--- config.mk ---
export PLATFORM = sky130hd
export DESIGN_NAME = spi_txn_arbiter_flat
export DESIGN_NICKNAME = d
export VERILOG_FILES = /design/src/rtl/spi_txn_arbiter_if.sv /design/src/rtl/spi_txn_arbiter.sv /design/src/flat_wrapper.sv
export SDC_FILE = /design/constraint.sdc
export NUM_CORES = 1
export LEC_CHECK = 0
export CORE_ASPECT_RATIO = 0.9
export CORE_UTILIZATION = 40
export CTS_BUF_LIST = sky130_fd_sc_hd__clkbuf_16
export DETAILED_ROUTE_END_ITERATION = 10
export HOLD_SLACK_MARGIN = 0.15
export PLACE_DENSITY = 0.77
export SLEW_MARGIN = 20
export SYNTH_ARGS = -nofsm -noshare
export SYNTH_HDL_FRONTEND = slang
export SYNTH_SLANG_ARGS = --single-unit
--- constraint.sdc ---
create_clock -name clk_pi -period 3 [get_ports clk_pi]
set_input_delay 0.3 -clock clk_pi [delete_from_list [all_inputs] [get_ports clk_pi]]
set_output_delay 0.3 -clock clk_pi [all_outputs]
set_load 0.1 [all_outputs]
--- src/rtl/spi_txn_arbiter_if.sv ---
// Bus bundle between the requester-facing / SPI-register-facing logic and spi_txn_arbiter.
// The master modport is the arbiter's view; slave is the view of the surrounding logic.
interface spi_txn_arbiter_if #(
    parameter int NUM_REQ = 4,
    parameter int DW      = 32,
    parameter int ADDR_W  = 10
);
    logic [NUM_REQ-1:0]        req_pi;
    logic [NUM_REQ*ADDR_W-1:0] n_tx_end_pi;
    logic [NUM_REQ*DW-1:0]     wdata_pi;
    logic [NUM_REQ-1:0]        wd_ack_po;
    logic [NUM_REQ-1:0]        gnt_po;
    logic [DW-1:0]             rdata_po;
    logic [NUM_REQ-1:0]        rvalid_po;
    logic [NUM_REQ-1:0]        done_po;
    logic [NUM_REQ-1:0]        err_po;
    logic                      busy_po;
    logic                      spi_wr_po;
    logic                      spi_reg_sel_po;
    logic [ADDR_W-1:0]         spi_addr_po;
    logic [DW-1:0]             spi_entrada_po;
    logic [DW-1:0]             spi_salida_pi;

    modport master (
        input  req_pi, n_tx_end_pi, wdata_pi, spi_salida_pi,
        output wd_ack_po, gnt_po, rdata_po, rvalid_po, done_po, err_po, busy_po,
               spi_wr_po, spi_reg_sel_po, spi_addr_po, spi_entrada_po
    );

    modport slave (
        output req_pi, n_tx_end_pi, wdata_pi, spi_salida_pi,
        input  wd_ack_po, gnt_po, rdata_po, rvalid_po, done_po, err_po, busy_po,
               spi_wr_po, spi_reg_sel_po, spi_addr_po, spi_entrada_po
    );
endinterface

--- src/rtl/spi_txn_arbiter.sv ---
// Round-robin arbiter that sequences a full SPI transaction (load TX words, kick the
// control register, poll send, read RX words back) on behalf of one requester at a time.
module spi_txn_arbiter #(
    parameter int NUM_REQ = 4,
    parameter int DW      = 32,
    parameter int ADDR_W  = 10,
    parameter int TIMEOUT = 65535
) (
    input  logic               clk_pi,
    input  logic               rst_n_pi,
    spi_txn_arbiter_if.master  bus
);
    typedef enum logic [2:0] {
        S_IDLE, S_LOAD, S_CTRL, S_WAIT, S_READ, S_DONE, S_ABORT, S_ERR
    } state_t;

    localparam int GW = $clog2(NUM_REQ);
    localparam int CW = ADDR_W + 1;
    localparam int TW = $clog2(TIMEOUT + 1) + 1;
    localparam logic [GW:0]        NR_W     = (GW+1)'(NUM_REQ);
    localparam logic [CW-1:0]      CNT_ONE  = {{ADDR_W{1'b0}}, 1'b1};
    localparam logic [TW-1:0]      TMO_ONE  = {{(TW-1){1'b0}}, 1'b1};
    localparam logic [TW-1:0]      TMO_LIM  = TW'(TIMEOUT);
    localparam logic [NUM_REQ-1:0] ONE_R    = {{(NUM_REQ-1){1'b0}}, 1'b1};

    function automatic logic [DW-1:0] ctrl_word(input logic [ADDR_W-1:0] n);
        logic [DW-1:0] w;
        w             = '0;
        w[ADDR_W+3:4] = n;
        w[0]          = 1'b1;
        return w;
    endfunction

    state_t              state_q, state_d;
    logic [GW-1:0]       ptr_q, ptr_d, g_q, g_d;
    logic [ADDR_W-1:0]   n_q, n_d;
    logic [CW-1:0]       cnt_q, cnt_d;
    logic [TW-1:0]       tmo_q, tmo_d;
    logic [NUM_REQ-1:0]  gnt_q, gnt_d, wd_ack_q, wd_ack_d;
    logic [NUM_REQ-1:0]  rvalid_q, rvalid_d, done_q, done_d, err_q, err_d;
    logic                busy_q, busy_d, spi_wr_q, spi_wr_d, reg_sel_q, reg_sel_d;
    logic [ADDR_W-1:0]   addr_q, addr_d;
    logic [DW-1:0]       entrada_q, entrada_d, rdata_q, rdata_d;

    logic [NUM_REQ-1:0]  req_rot_s;
    logic [GW-1:0]       off_s, win_s, next_g_s;
    logic [GW:0]         win_sum_s, win_full_s, g_sum_s;
    logic                win_vld_s;
    logic [ADDR_W-1:0]   n_win_s;
    logic [DW-1:0]       wsel_s;
    logic [CW-1:0]       n_ext_s, cnt_inc_s;
    logic [TW-1:0]       tmo_inc_s;

    // Winner search: rotate requests so the pointer sits at bit 0, take the lowest set bit.
    always_comb begin
        req_rot_s = NUM_REQ'({bus.req_pi, bus.req_pi} >> ptr_q);
        win_vld_s = |bus.req_pi;
        off_s     = '0;
        for (int i = NUM_REQ - 1; i >= 0; i--) begin
            if (req_rot_s[i]) begin
                off_s = GW'(i);
            end else begin
                off_s = off_s;
            end
        end
        win_sum_s  = {1'b0, ptr_q} + {1'b0, off_s};
        win_full_s = (win_sum_s >= NR_W) ? (win_sum_s - NR_W) : win_sum_s;
        win_s      = win_full_s[GW-1:0];
        g_sum_s    = {1'b0, g_q} + {{GW{1'b0}}, 1'b1};
        next_g_s   = (g_sum_s == NR_W) ? '0 : g_sum_s[GW-1:0];
    end

    // Per-requester muxes for the winner's word count and the granted requester's TX word.
    always_comb begin
        n_win_s = '0;
        wsel_s  = '0;
        for (int i = 0; i < NUM_REQ; i++) begin
            if (win_s == GW'(i)) begin
                n_win_s = bus.n_tx_end_pi[i*ADDR_W +: ADDR_W];
            end else begin
                n_win_s = n_win_s;
            end
            if (g_q == GW'(i)) begin
                wsel_s = bus.wdata_pi[i*DW +: DW];
            end else begin
                wsel_s = wsel_s;
            end
        end
    end

    // Next-state and next-output logic; outputs are computed for the cycle the FSM enters.
    always_comb begin
        state_d   = state_q;
        ptr_d     = ptr_q;
        g_d       = g_q;
        n_d       = n_q;
        cnt_d     = cnt_q;
        tmo_d     = tmo_q;
        gnt_d     = gnt_q;
        wd_ack_d  = '0;
        rvalid_d  = '0;
        done_d    = '0;
        err_d     = '0;
        rdata_d   = rdata_q;
        spi_wr_d  = 1'b0;
        reg_sel_d = 1'b0;
        addr_d    = '0;
        entrada_d = '0;
        n_ext_s   = {1'b0, n_q};
        cnt_inc_s = cnt_q + CNT_ONE;
        tmo_inc_s = tmo_q + TMO_ONE;
        case (state_q)
            S_IDLE: begin
                if (win_vld_s) begin
                    state_d  = S_LOAD;
                    g_d      = win_s;
                    n_d      = n_win_s;
                    gnt_d    = ONE_R << win_s;
                    wd_ack_d = ONE_R << win_s;
                    cnt_d    = '0;
                    spi_wr_d = 1'b1;
                end else begin
                    state_d = S_IDLE;
                end
            end
            S_LOAD: begin
                spi_wr_d = 1'b1;
                if (cnt_q == n_ext_s) begin
                    state_d   = S_CTRL;
                    reg_sel_d = 1'b1;
                    entrada_d = ctrl_word(n_q);
                end else begin
                    cnt_d    = cnt_inc_s;
                    addr_d   = cnt_inc_s[ADDR_W-1:0];
                    wd_ack_d = gnt_q;
                end
            end
            S_CTRL: begin
                state_d   = S_WAIT;
                reg_sel_d = 1'b1;
                tmo_d     = '0;
            end
            S_WAIT: begin
                reg_sel_d = 1'b1;
                tmo_d     = tmo_inc_s;
                // The first WAIT cycle may still see a stale send bit, so it is never trusted.
                if ((tmo_q != '0) && !bus.spi_salida_pi[0]) begin
                    state_d   = S_READ;
                    reg_sel_d = 1'b0;
                    cnt_d     = '0;
                end else if (tmo_inc_s == TMO_LIM) begin
                    state_d   = S_ABORT;
                    spi_wr_d  = 1'b1;
                end else begin
                    state_d = S_WAIT;
                end
            end
            S_READ: begin
                cnt_d = cnt_inc_s;
                if (cnt_q == n_ext_s + CNT_ONE) begin
                    state_d = S_DONE;
                    done_d  = gnt_q;
                end else begin
                    rdata_d  = bus.spi_salida_pi;
                    rvalid_d = gnt_q;
                    addr_d   = (cnt_q == n_ext_s) ? '0 : cnt_inc_s[ADDR_W-1:0];
                end
            end
            S_DONE: begin
                state_d = S_IDLE;
                gnt_d   = '0;
                ptr_d   = next_g_s;
            end
            S_ABORT: begin
                state_d = S_ERR;
                err_d   = gnt_q;
            end
            S_ERR: begin
                state_d = S_IDLE;
                gnt_d   = '0;
                ptr_d   = next_g_s;
            end
            default: begin
                state_d = S_IDLE;
                gnt_d   = '0;
            end
        endcase
        busy_d = (state_d != S_IDLE);
    end

    // State, counters and all registered outputs.
    always_ff @(posedge clk_pi or negedge rst_n_pi) begin
        if (!rst_n_pi) begin
            state_q   <= S_IDLE;
            ptr_q     <= '0;
            g_q       <= '0;
            n_q       <= '0;
            cnt_q     <= '0;
            tmo_q     <= '0;
            gnt_q     <= '0;
            wd_ack_q  <= '0;
            rvalid_q  <= '0;
            done_q    <= '0;
            err_q     <= '0;
            busy_q    <= 1'b0;
            spi_wr_q  <= 1'b0;
            reg_sel_q <= 1'b0;
            addr_q    <= '0;
            entrada_q <= '0;
            rdata_q   <= '0;
        end else begin
            state_q   <= state_d;
            ptr_q     <= ptr_d;
            g_q       <= g_d;
            n_q       <= n_d;
            cnt_q     <= cnt_d;
            tmo_q     <= tmo_d;
            gnt_q     <= gnt_d;
            wd_ack_q  <= wd_ack_d;
            rvalid_q  <= rvalid_d;
            done_q    <= done_d;
            err_q     <= err_d;
            busy_q    <= busy_d;
            spi_wr_q  <= spi_wr_d;
            reg_sel_q <= reg_sel_d;
            addr_q    <= addr_d;
            entrada_q <= entrada_d;
            rdata_q   <= rdata_d;
        end
    end

    // During LOAD the requester's word passes straight through so it can advance one word per cycle.
    assign bus.spi_entrada_po = (state_q == S_LOAD) ? wsel_s : entrada_q;
    assign bus.gnt_po         = gnt_q;
    assign bus.wd_ack_po      = wd_ack_q;
    assign bus.rvalid_po      = rvalid_q;
    assign bus.rdata_po       = rdata_q;
    assign bus.done_po        = done_q;
    assign bus.err_po         = err_q;
    assign bus.busy_po        = busy_q;
    assign bus.spi_wr_po      = spi_wr_q;
    assign bus.spi_reg_sel_po = reg_sel_q;
    assign bus.spi_addr_po    = addr_q;
endmodule

--- src/flat_wrapper.sv ---
// flat-port wrapper written by rule: the top's interface ports become plain ports
module spi_txn_arbiter_flat 
#(
    parameter int NUM_REQ = 4,
    parameter int DW      = 32,
    parameter int ADDR_W  = 10,
    parameter int TIMEOUT = 65535
)
  (clk_pi, rst_n_pi, bus_req_pi, bus_n_tx_end_pi, bus_wdata_pi, bus_spi_salida_pi, bus_wd_ack_po, bus_gnt_po, bus_rdata_po, bus_rvalid_po, bus_done_po, bus_err_po, bus_busy_po, bus_spi_wr_po, bus_spi_reg_sel_po, bus_spi_addr_po, bus_spi_entrada_po);
  spi_txn_arbiter_if #(.NUM_REQ(NUM_REQ), .DW(DW), .ADDR_W(ADDR_W)) bus_i ();
  input  logic clk_pi;
  input  logic rst_n_pi;
  input wire logic [$bits(bus_i.req_pi)-1:0] bus_req_pi;
  input wire logic [$bits(bus_i.n_tx_end_pi)-1:0] bus_n_tx_end_pi;
  input wire logic [$bits(bus_i.wdata_pi)-1:0] bus_wdata_pi;
  input wire logic [$bits(bus_i.spi_salida_pi)-1:0] bus_spi_salida_pi;
  output wire logic [$bits(bus_i.wd_ack_po)-1:0] bus_wd_ack_po;
  output wire logic [$bits(bus_i.gnt_po)-1:0] bus_gnt_po;
  output wire logic [$bits(bus_i.rdata_po)-1:0] bus_rdata_po;
  output wire logic [$bits(bus_i.rvalid_po)-1:0] bus_rvalid_po;
  output wire logic [$bits(bus_i.done_po)-1:0] bus_done_po;
  output wire logic [$bits(bus_i.err_po)-1:0] bus_err_po;
  output wire logic [$bits(bus_i.busy_po)-1:0] bus_busy_po;
  output wire logic [$bits(bus_i.spi_wr_po)-1:0] bus_spi_wr_po;
  output wire logic [$bits(bus_i.spi_reg_sel_po)-1:0] bus_spi_reg_sel_po;
  output wire logic [$bits(bus_i.spi_addr_po)-1:0] bus_spi_addr_po;
  output wire logic [$bits(bus_i.spi_entrada_po)-1:0] bus_spi_entrada_po;
  assign bus_i.req_pi = bus_req_pi;
  assign bus_i.n_tx_end_pi = bus_n_tx_end_pi;
  assign bus_i.wdata_pi = bus_wdata_pi;
  assign bus_i.spi_salida_pi = bus_spi_salida_pi;
  assign bus_wd_ack_po = bus_i.wd_ack_po;
  assign bus_gnt_po = bus_i.gnt_po;
  assign bus_rdata_po = bus_i.rdata_po;
  assign bus_rvalid_po = bus_i.rvalid_po;
  assign bus_done_po = bus_i.done_po;
  assign bus_err_po = bus_i.err_po;
  assign bus_busy_po = bus_i.busy_po;
  assign bus_spi_wr_po = bus_i.spi_wr_po;
  assign bus_spi_reg_sel_po = bus_i.spi_reg_sel_po;
  assign bus_spi_addr_po = bus_i.spi_addr_po;
  assign bus_spi_entrada_po = bus_i.spi_entrada_po;
  spi_txn_arbiter #(.NUM_REQ(NUM_REQ), .DW(DW), .ADDR_W(ADDR_W), .TIMEOUT(TIMEOUT)) u_core (.clk_pi(clk_pi), .rst_n_pi(rst_n_pi), .bus(bus_i));
endmodule
# Word-level counts from Yosys, hierarchy flattened
# Index checks and enable logic that the tools add are counted.
# W data, S select, Z words.
# op_classes
n_lt_le_gt_ge	1
n_bitwise	1
reduce_logical	16
eq_ne	20
addsub	6
n_mux	48
shifts	2
# ops
op	n
$mux W32	6
$mux W10	6
$pmux W11 S4	1
$pmux W17 S2	1
$mux W11	3
$mux W4	8
$pmux W3 S7	1
$pmux W10 S2	1
$add A17 B1 Y17 const B	1
$eq A17 B16 Y1 const B	1
$reduce_bool A17 Y1	1
$pmux W4 S2	2
$eq A3 B3 Y1 const B	5
$mux W14	1
$mux W2	6
$mux W3	4
$add A10 B1 Y11 const B	1
$add A11 B1 Y11 const B	1
$eq A11 B10 Y1	1
$eq A11 B11 Y1	1
$eq A2 B2 Y1 const B	4
$shr A8 B2 Y4	1
$eq A3 B2 Y1 const B	2
$mux W1	6
other kinds (22)	29
# totals
out_inout_bits	97
ff_bits	142
in_bits	206
word_cells	111

# Longest topological paths before layout
# logic_depth
depth_word	13
ltp_mapped	12
depth_no_buf	10

# Least setup slack after synthesis
# Ideal clock, no wire load.
# synth_path
kind	flip-flop to output port
from	register u_core.g_q[1]
to	output bus_spi_entrada_po[5]
arrival_time_ps	3581
path_buffers	2
required_ps	2700
stages_incl_launch_ff	9
path_slack_ps	-881
cell_sequence	dfrtp_1 inv_1 ha_1 clkbuf_1 clkbuf_1 a21oi_1 o21ai_0 mux2i_1 o21ai_0
# synth_via
elab_chain_len	6
elab_cells_between_ends	9
cone_classes	eq/ne: 3; mux: 5; reduce/logical: 1
# synth_lines
element	line	text
start, declared	spi_txn_arbiter.sv:35	logic [GW-1:0] ptr_q, ptr_d, g_q, g_d;
start signal, assigned	spi_txn_arbiter.sv:214	g_q <= g_d;
$logic_not A2 Y1	spi_txn_arbiter.sv:83	if (g_q == GW'(i)) begin
$mux W32 (3 in series)	spi_txn_arbiter.sv:83	
$mux W32 (*)	spi_txn_arbiter.sv:83	
$mux W32 (*)	spi_txn_arbiter.sv:233	assign bus.spi_entrada_po = (state_q == S_LOAD) ? wsel_s : entrada_q;
end, declared	flat_wrapper.sv:27	output wire logic [$bits(bus_i.spi_entrada_po)-1:0] bus_spi_entrada_po;
# Mark *: on every way between the ends. The rest lies on a longest branch, timed or not.

# Worst setup path in the final report
# layout_path
from	register u_core.tmo_q[0]
to	register u_core.cnt_q[7]
# layout_via
elab_chain_len	4
# layout_lines
element	line	text
start, declared	spi_txn_arbiter.sv:38	logic [TW-1:0] tmo_q, tmo_d;
start signal, assigned	spi_txn_arbiter.sv:217	tmo_q <= tmo_d;
$reduce_bool A17 Y1	spi_txn_arbiter.sv:147	if ((tmo_q != '0) && !bus.spi_salida_pi[0]) begin
$logic_and A1 B1 Y1	spi_txn_arbiter.sv:147	
$ne A2 B1 Y1 (no line)	--	
$reduce_and A4 Y1 (no line)	--	
end signal, assigned	spi_txn_arbiter.sv:216	cnt_q <= cnt_d;
end, declared	spi_txn_arbiter.sv:37	logic [CW-1:0] cnt_q, cnt_d;
# No other way between the ends.
# A chain may end at the register's enable or synchronous reset.

==> run_results.csv <==
group,metric,value,unit
clock_network,cts_buffers,17,
critical_path,critPathRequiredTime,3300,ps
global_route,first_global_vias,7341,
floorplan,io_pins,303,
outcome,status,"complete, no violations",
clock_network,cts_tree,"built",
timing,fmax,0.356,GHz
floorplan,dieArea,19400,µm²
critical_path,end_kind,"flop",
power_and_ir_drop,leakage,5.11,nW
power_and_ir_drop,ir_drop,698,µV
min_path,hold_class,"in -> async",
global_route,antenna_found_initial,3,
yosys,yosysWarnings,0,
clock_network,htree_levels,4,
critical_path,worst-setup-path-type,"reg -> reg",
clock_network,cts_sinks,121,
yosys,yosys-top-cells-count,"123 x nand2_1, 121 x dfrtp_1, 80 x nor2_1",
yosys,post_synth.cell_area_avg,8.97,µm²
timing,setup_viol,0,
critical_path,cp_max_fo,11,
clock_network,cts_buffer_depth,2,
place,post-place-cells,1352,
critical_path,critPathArrivalTime,3110,ps
yosys,synth.cell_area,7520,µm²
floorplan,initial_utilization,40.9,%
floorplan,coreArea,18400,µm²
critical_path,rrSetupSlack,190,ps
clock_network,cts-root-buf,"clkbuf_16",
final_layout,postLayoutCellArea,11800,µm²
timing,period_share,93.7,%
yosys,synth_edf_count,0,
place,hpwl,19000,µm
final_layout,multi_input_area,4300,µm²
drt,first_iter_violations,343,
global_route,track_usage,26.2,%
drt,ant_nets,0,
timing,holdWs,407,ps
timing,skew,8.14,ps
yosys,synth_area_leaders,"dfrtp_1 40%, nand2_1 6.1%, mux2i_1 5.6%, o21ai_0 5.3%, nor2_1 4.0%",
yosys,synthFlopType,"dfrtp_1",
timing,timing.final.crit_period,2810,ps
final_layout,layout.cells.non_filler,1389,
yosys,yosysMostFrequentCell,"nand2_1",
timing,finalHoldViolCount,0,
final_layout,layout.area.seq,3030,µm²
place,io_buffers,302,
drt,dr.pass1.iters,4,
floorplan,rows,47,
yosys,syn_nets,1056,
yosys,ys_seq_elements,121,
timing,slew_headroom,33.4,%
drt,drc,0,
global_route,grt_max_degree,53,
floorplan,dieHeight,132,µm
drt,vias_per_cell,5.27,
yosys,syn_inst,839,
power_and_ir_drop,power_density,1240,nW/µm²
yosys,yosys.area.top_type,"dfrtp_1",
place,dpl_cell_area,11100,µm²
clock_network,clkTransAtPathRegs,60,ps
drt,wirelength,24700,µm
floorplan,dieWidth,147,µm
global_route,overflow,0,
timing,tightest_slew,996,ps
final_layout,drive_above_1_share,18.2,%
job,maxCapViolations,0,
yosys,async_flop_share,100,%
clock_network,clock_latency,420,ps
critical_path,critPathLaunchType,"flop",
global_route,grt_pass1_wl,39400,µm
yosys,ys_types,64,
place,place.gp.congestion,0.938,
final_layout,fin_nets,1345,
final_layout,nFillCells,1525,
timing,grt_setup_unrepaired,"no",
drt,vias,7322,
yosys,yosysSeqAreaShare,40.2,%
yosys,yosysTopAreaCellShare,40.2,%
timing,slew_violations,0,
drt,routedWlPerCell,17.8,µm
final_layout,area_growth,57.4,%
[routing by layer]
metal | GRT usage [%] | wire, µm
met3 | 6.02 | 1710
met1 | 32.3 | 10200
met2 | 44.8 | 12200
met4 | 9.61 | 643
met5 | 0 | 0
[sequential cells by signal, summed over array words and instances (netlist names)]
name,flops
u_core.bus.busy_po,1
u_core.g_q,2
u_core.entrada_q,11
u_core.cnt_q,11
u_core.ptr_q,2
u_core.tmo_q,17
u_core.bus.gnt_po,4
u_core.bus.spi_reg_sel_po,1
u_core.state_q,3
u_core.n_q,10
u_core.bus.err_po,4
u_core.bus.wd_ack_po,4
u_core.bus.spi_wr_po,1
u_core.bus.rdata_po,32
u_core.bus.rvalid_po,4
u_core.bus.spi_addr_po,10
u_core.bus.done_po,4
[worst paths after layout]
path	start	end	cells after the start
min reg2reg	u_core.bus.rdata_po[15]$_DFFE_PN0P_	u_core.bus.rdata_po[15]$_DFFE_PN0P_	1
max reg2reg	u_core.tmo_q[0]$_DFFE_PN0P_	u_core.cnt_q[7]$_DFFE_PN0P_	9
min	rst_n_pi	u_core.bus.spi_addr_po[0]$_DFF_PN0_	2
max in group asynchronous	rst_n_pi	u_core.bus.err_po[0]$_DFF_PN0_	3
min in group clk_pi	bus_spi_salida_pi[19]	u_core.bus.rdata_po[19]$_DFFE_PN0P_	2
max	u_core.tmo_q[0]$_DFFE_PN0P_	u_core.cnt_q[7]$_DFFE_PN0P_	9
[cell usage in the layout (no fill, tap or decap), drive strengths merged, types with 4 or more instances in the layout]
cell type,instances
clkdlybuf4s50,223
nand2,123
dfrtp,121
buf,108
o21ai,81
nor2,80
a21oi,56
mux2,43
mux2i,42
and2,21
nand3,21
clkbuf,17
nand2b,14
a22o,14
inv,14
xor2,13
nor3,12
and3,11
ha,11
mux4,10
xnor2,9
nor4,9
nand4,8
or3,6
a21o,6
nor2b,5
nor3b,5
bufinv,5
and4,4
clkinvlp,4
clkinv,4
[kinds of logic after synthesis]
kind of cell | Yosys count | share of synthesized area (%)
AO/OA/AOI/OAI | 184 | 14.7
AND/OR/NAND/NOR | 332 | 21.5
buffers and inverters | 74 | 4.16
multiplexers | 95 | 15.0
flip-flops | 121 | 40.2
XOR/XNOR | 22 | 2.56
adder cells (fa/ha/maj) | 11 | 1.83
[layout make-up]
type                            count  area share [%]
Clock buffer                       17            3.59
Multi-Input combinational cell    644            36.3
Clock inverter                     15            1.89
Sequential cell                   121            25.6
Timing Repair Buffer              332            29.6
Inverter                           12           0.380
Antenna cell                        3          0.0634
Tap cell                          245            2.59
[critical path, cell delays in order, from the launching register on]
cell and delay (ps):
dfrtp_1 530, ha_1 370, nand4_4 190, nor4_4 400, xnor2_1 210, nor4_4 100, a211oi_1 360, o21bai_2 150
buf_12 160, a22o_1 230
[where the power goes]
part	internal, mW	switching (mW)	leakage, nW
sequential	2.01	0.446	1.57
clock	1.47	0.779	0.304
combinational	3.36	6.66	3.25
[timing repair]
action                                  4_1_cts  5_1_grt
resized for setup                             0        3
hold endpoints to repair                     38        0
hold buffers                                  1        0
endpoints found under the setup margin        0       34
setup buffers                                 0        1
[stage by stage]
step | setup TNS (ps) | total power [mW] | setup WS [ps] | utilization (%)
after CTS | 0 | 14.7 | 125 | 64.0
after global routing | 0 | 15.4 | 20.5 | 64.3
final | 0 | 14.7 | 190 | 64.3
after global placement | -1630 | 12.3 | -165 | 60.4
after floorplan | -227 | 9.16 | -28.3 | -
after detailed placement | -2150 | 12.4 | -223 | 60.4
No activity file was read; power rests on OpenSTA's default activity.
==> RTL change: new RTL, same flow settings <==
`ADDR_W` is set to 10 in 3 places; all go to 12.
--- a/src/rtl/spi_txn_arbiter_if.sv
+++ b/src/rtl/spi_txn_arbiter_if.sv
@@ -3,7 +3,7 @@
 interface spi_txn_arbiter_if #(
     parameter int NUM_REQ = 4,
     parameter int DW      = 32,
-    parameter int ADDR_W  = 10
+    parameter int ADDR_W  = 12
 );
     logic [NUM_REQ-1:0]        req_pi;
     logic [NUM_REQ*ADDR_W-1:0] n_tx_end_pi;
--- a/src/rtl/spi_txn_arbiter.sv
+++ b/src/rtl/spi_txn_arbiter.sv
@@ -3,7 +3,7 @@
 module spi_txn_arbiter #(
     parameter int NUM_REQ = 4,
     parameter int DW      = 32,
-    parameter int ADDR_W  = 10,
+    parameter int ADDR_W  = 12,
     parameter int TIMEOUT = 65535
 ) (
     input  logic               clk_pi,
--- a/src/flat_wrapper.sv
+++ b/src/flat_wrapper.sv
@@ -3,7 +3,7 @@
 #(
     parameter int NUM_REQ = 4,
     parameter int DW      = 32,
-    parameter int ADDR_W  = 10,
+    parameter int ADDR_W  = 12,
     parameter int TIMEOUT = 65535
 )
   (clk_pi, rst_n_pi, bus_req_pi, bus_n_tx_end_pi, bus_wdata_pi, bus_spi_salida_pi, bus_wd_ack_po, bus_gnt_po, bus_rdata_po, bus_rvalid_po, bus_done_po, bus_err_po, bus_busy_po, bus_spi_wr_po, bus_spi_reg_sel_po, bus_spi_addr_po, bus_spi_entrada_po);
Ports: changed (resized bus_n_tx_end_pi and bus_spi_addr_po); port bits go from 303 to 313. No check against the original RTL was run, so the function may have changed too.
==> RTL change against the unedited design <==
Design area grew 3.2%. Area after synthesis rose by 4.8%. Hold slack better by 0.079 ns. Final cell count rose by 2.5%. Maximum frequency is 0.98% higher. Critical path type is now flop to output port. Routed wire length is 1.3% higher. Utilization fell by 0.75 points. Sequential cell count increased by 8. Via count grew 2.9%. Critical path depth increased by 1. Setup slack improved by 0.027 ns. Sequential power down 3%. Power decreased by 15%.
==> RTL change: results (changes against the unedited design) <==
| Metric | Value |
|---|---|
| Initial DRT Pass Iterations | `5 (+1)` |
| Status | `complete, no violations` |
| Seq/Total Area, Yosys | `40.9% (+0.69 points)` |
| Hold WC Path Type | `primary input to flop` |
| CP Data Arrival Time | `2.48 ns (-0.63 ns)` |
| Ys async rst share | `100% (unchanged)` |
| DPL Wire Length | `18.7 mm (-1.5%)` |
| Initial antenna violation count | `1 (-2)` |
| Commonest cells in the netlist | `dfrtp_1 (129), nand2_1 (127), nor2_1 (95)` |
| Via count | `7537 (+2.9%)` |
| Clk root buf | `clkbuf_16` |
| Vias in the first global route | `7184 (-2.1%)` |
| Mapped Nets | `1091 (+3.3%)` |
| Post-Route WL | `25.0 mm (+1.3%)` |
| # port buffers | `312 (+3.3%)` |
| Setup WS pre-CTS | `0.0248 ns (+0.248 ns)` |
| CP max FO | `32 (+21)` |
| Clock Path Buffers | `2 (unchanged)` |
| Crit-path max cell delay | `0.43 ns (-0.10 ns)` |
| Num CTS Buffers | `17 (unchanged)` |
| Maximum vdd ir drop | `0.000557 V (-20%)` |
| First-pass GRT wire length | `38.2 mm (-2.9%)` |
| NumNets Final | `1386 (+3.0%)` |
| Clk_lat worst skew | `0.42 ns (about the same)` |
| Detailed Route Iter0 Violations | `322 (-6.1%)` |
| Clock skew | `0.0108 ns (+0.00269 ns)` |
| Layout cells sized above 1 | `19.0% (+0.78 points)` |
| CTS clk-pin slew, worst paths | `0.06 ns (about the same)` |
| YS warnings | `0 (unchanged)` |
| RePlAce Congestion | `0.921 (-1.9%)` |
| Dpl cell area | `11600 sq um (+4.6%)` |
| Pleak | `0.00528 uW (+3.3%)` |
| Top cells by area, synth | `dfrtp_1 (41%), nand2_1 (6.0%), o21ai_0 (5.7%)` |
| Slowest-stage cell, CP | `dfrtp_1` |
| Post-CTS resize count | `0 (unchanged)` |
| Largest net degree at the start of global routing | `130 (+150%)` |
| Distinct cells, synth | `60 (-6.3%)` |
| Gr usage total | `24.6% (-1.7 points)` |
| H-tree levels | `4 (unchanged)` |
| Max reg flops | `32 (unchanged)` |
| Relative slew slack | `34.2% (+0.77 points)` |
RTL change: cell types whose count changed after synthesis, moves of 11 or more:
cell and delta:
and2_1 -11, mux2_4 +26, o21ai_0 +11, and3_1 +15, nor2_1 +15, mux2_1 -26
RTL change: final timing paths:
kind	from	end	slack [ns]	cells past startpoint
worst max-delay path	u_core.g_q[0]$_DFFE_PN0P_	bus_spi_entrada_po[10]	0.22	10
max in group asynchronous	rst_n_pi	u_core.bus.spi_wr_po$_DFF_PN0_	1.93	3
worst min register to register	u_core.bus.rdata_po[4]$_DFFE_PN0P_	u_core.bus.rdata_po[4]$_DFFE_PN0P_	0.51	1
min in group asynchronous	rst_n_pi	u_core.bus.rdata_po[14]$_DFFE_PN0P_	0.54	3
worst min-delay path	bus_spi_salida_pi[4]	u_core.bus.rdata_po[4]$_DFFE_PN0P_	0.49	2
worst max register to register	u_core.n_q[0]$_DFFE_PN0P_	u_core.bus.rdata_po[1]$_DFFE_PN0P_	0.23	7
RTL change: cell families (layout without fill, tap and decap cells):
group	after synthesis	after routing	synth area share, %
AOI/OAI and AO/OA	187	187	13.8
xor gates and xnor gates	27	27	3.00
adders and majority gates	11	11	1.75
buffers and inverters	73	380	4.01
DFF	129	129	40.9
muxes	100	100	16.6
other	0	1	0
and+or+nand+nor	339	339	19.9
RTL change: power breakdown:
part	switching [uW]	internal (uW)	total (uW)
Combinational	5280	2850	8130
Sequential	382	2000	2380
Clock	784	1210	2000
RTL change: worst max-delay path, delay by kind of cell, from the launching register on:
| family | cells | cell delay [ns] |
|---|---|---|
| AO/OA/AOI/OAI | 3 | 0.48 |
| adder cells (fa/ha/maj) | 1 | 0.15 |
| buffers and inverters | 3 | 0.65 |
| AND/OR/NAND/NOR | 2 | 0.19 |
| multiplexers | 1 | 0.13 |
| flip-flops | 1 | 0.43 |
RTL change: what timing repair did:
item	4_1_cts	5_1_grt
hold endpoints to repair	129	0
buffers inserted	0	0
hold buffers	1	0
RTL change: final cells by class:
cell class / count / area [sq um]
timing repair buffer: 334 / 3600
multi-input combinational: 664 / 4450
sequential: 129 / 3230
clock inverter: 14 / 141
inverter: 15 / 56.3
clock buffer: 17 / 425
tap: 250 / 313
fill: 1557 / 7000
antenna: 1 / 2.50
RTL change: per-stage QoR:
stage,total power [uW],cells
floorplan,7780,866
global placement,10500,1391
detailed placement,10600,1391
CTS,12600,1423
global route,13100,1424
finish,12500,1424
RTL change: per-layer routing:
layer / routed length (um) / track usage [%]
met1: 9900 / 29.8
met2: 12800 / 42.7
met3: 1900 / 5.93
met4: 446 / 7.91
met5: 0 / 0
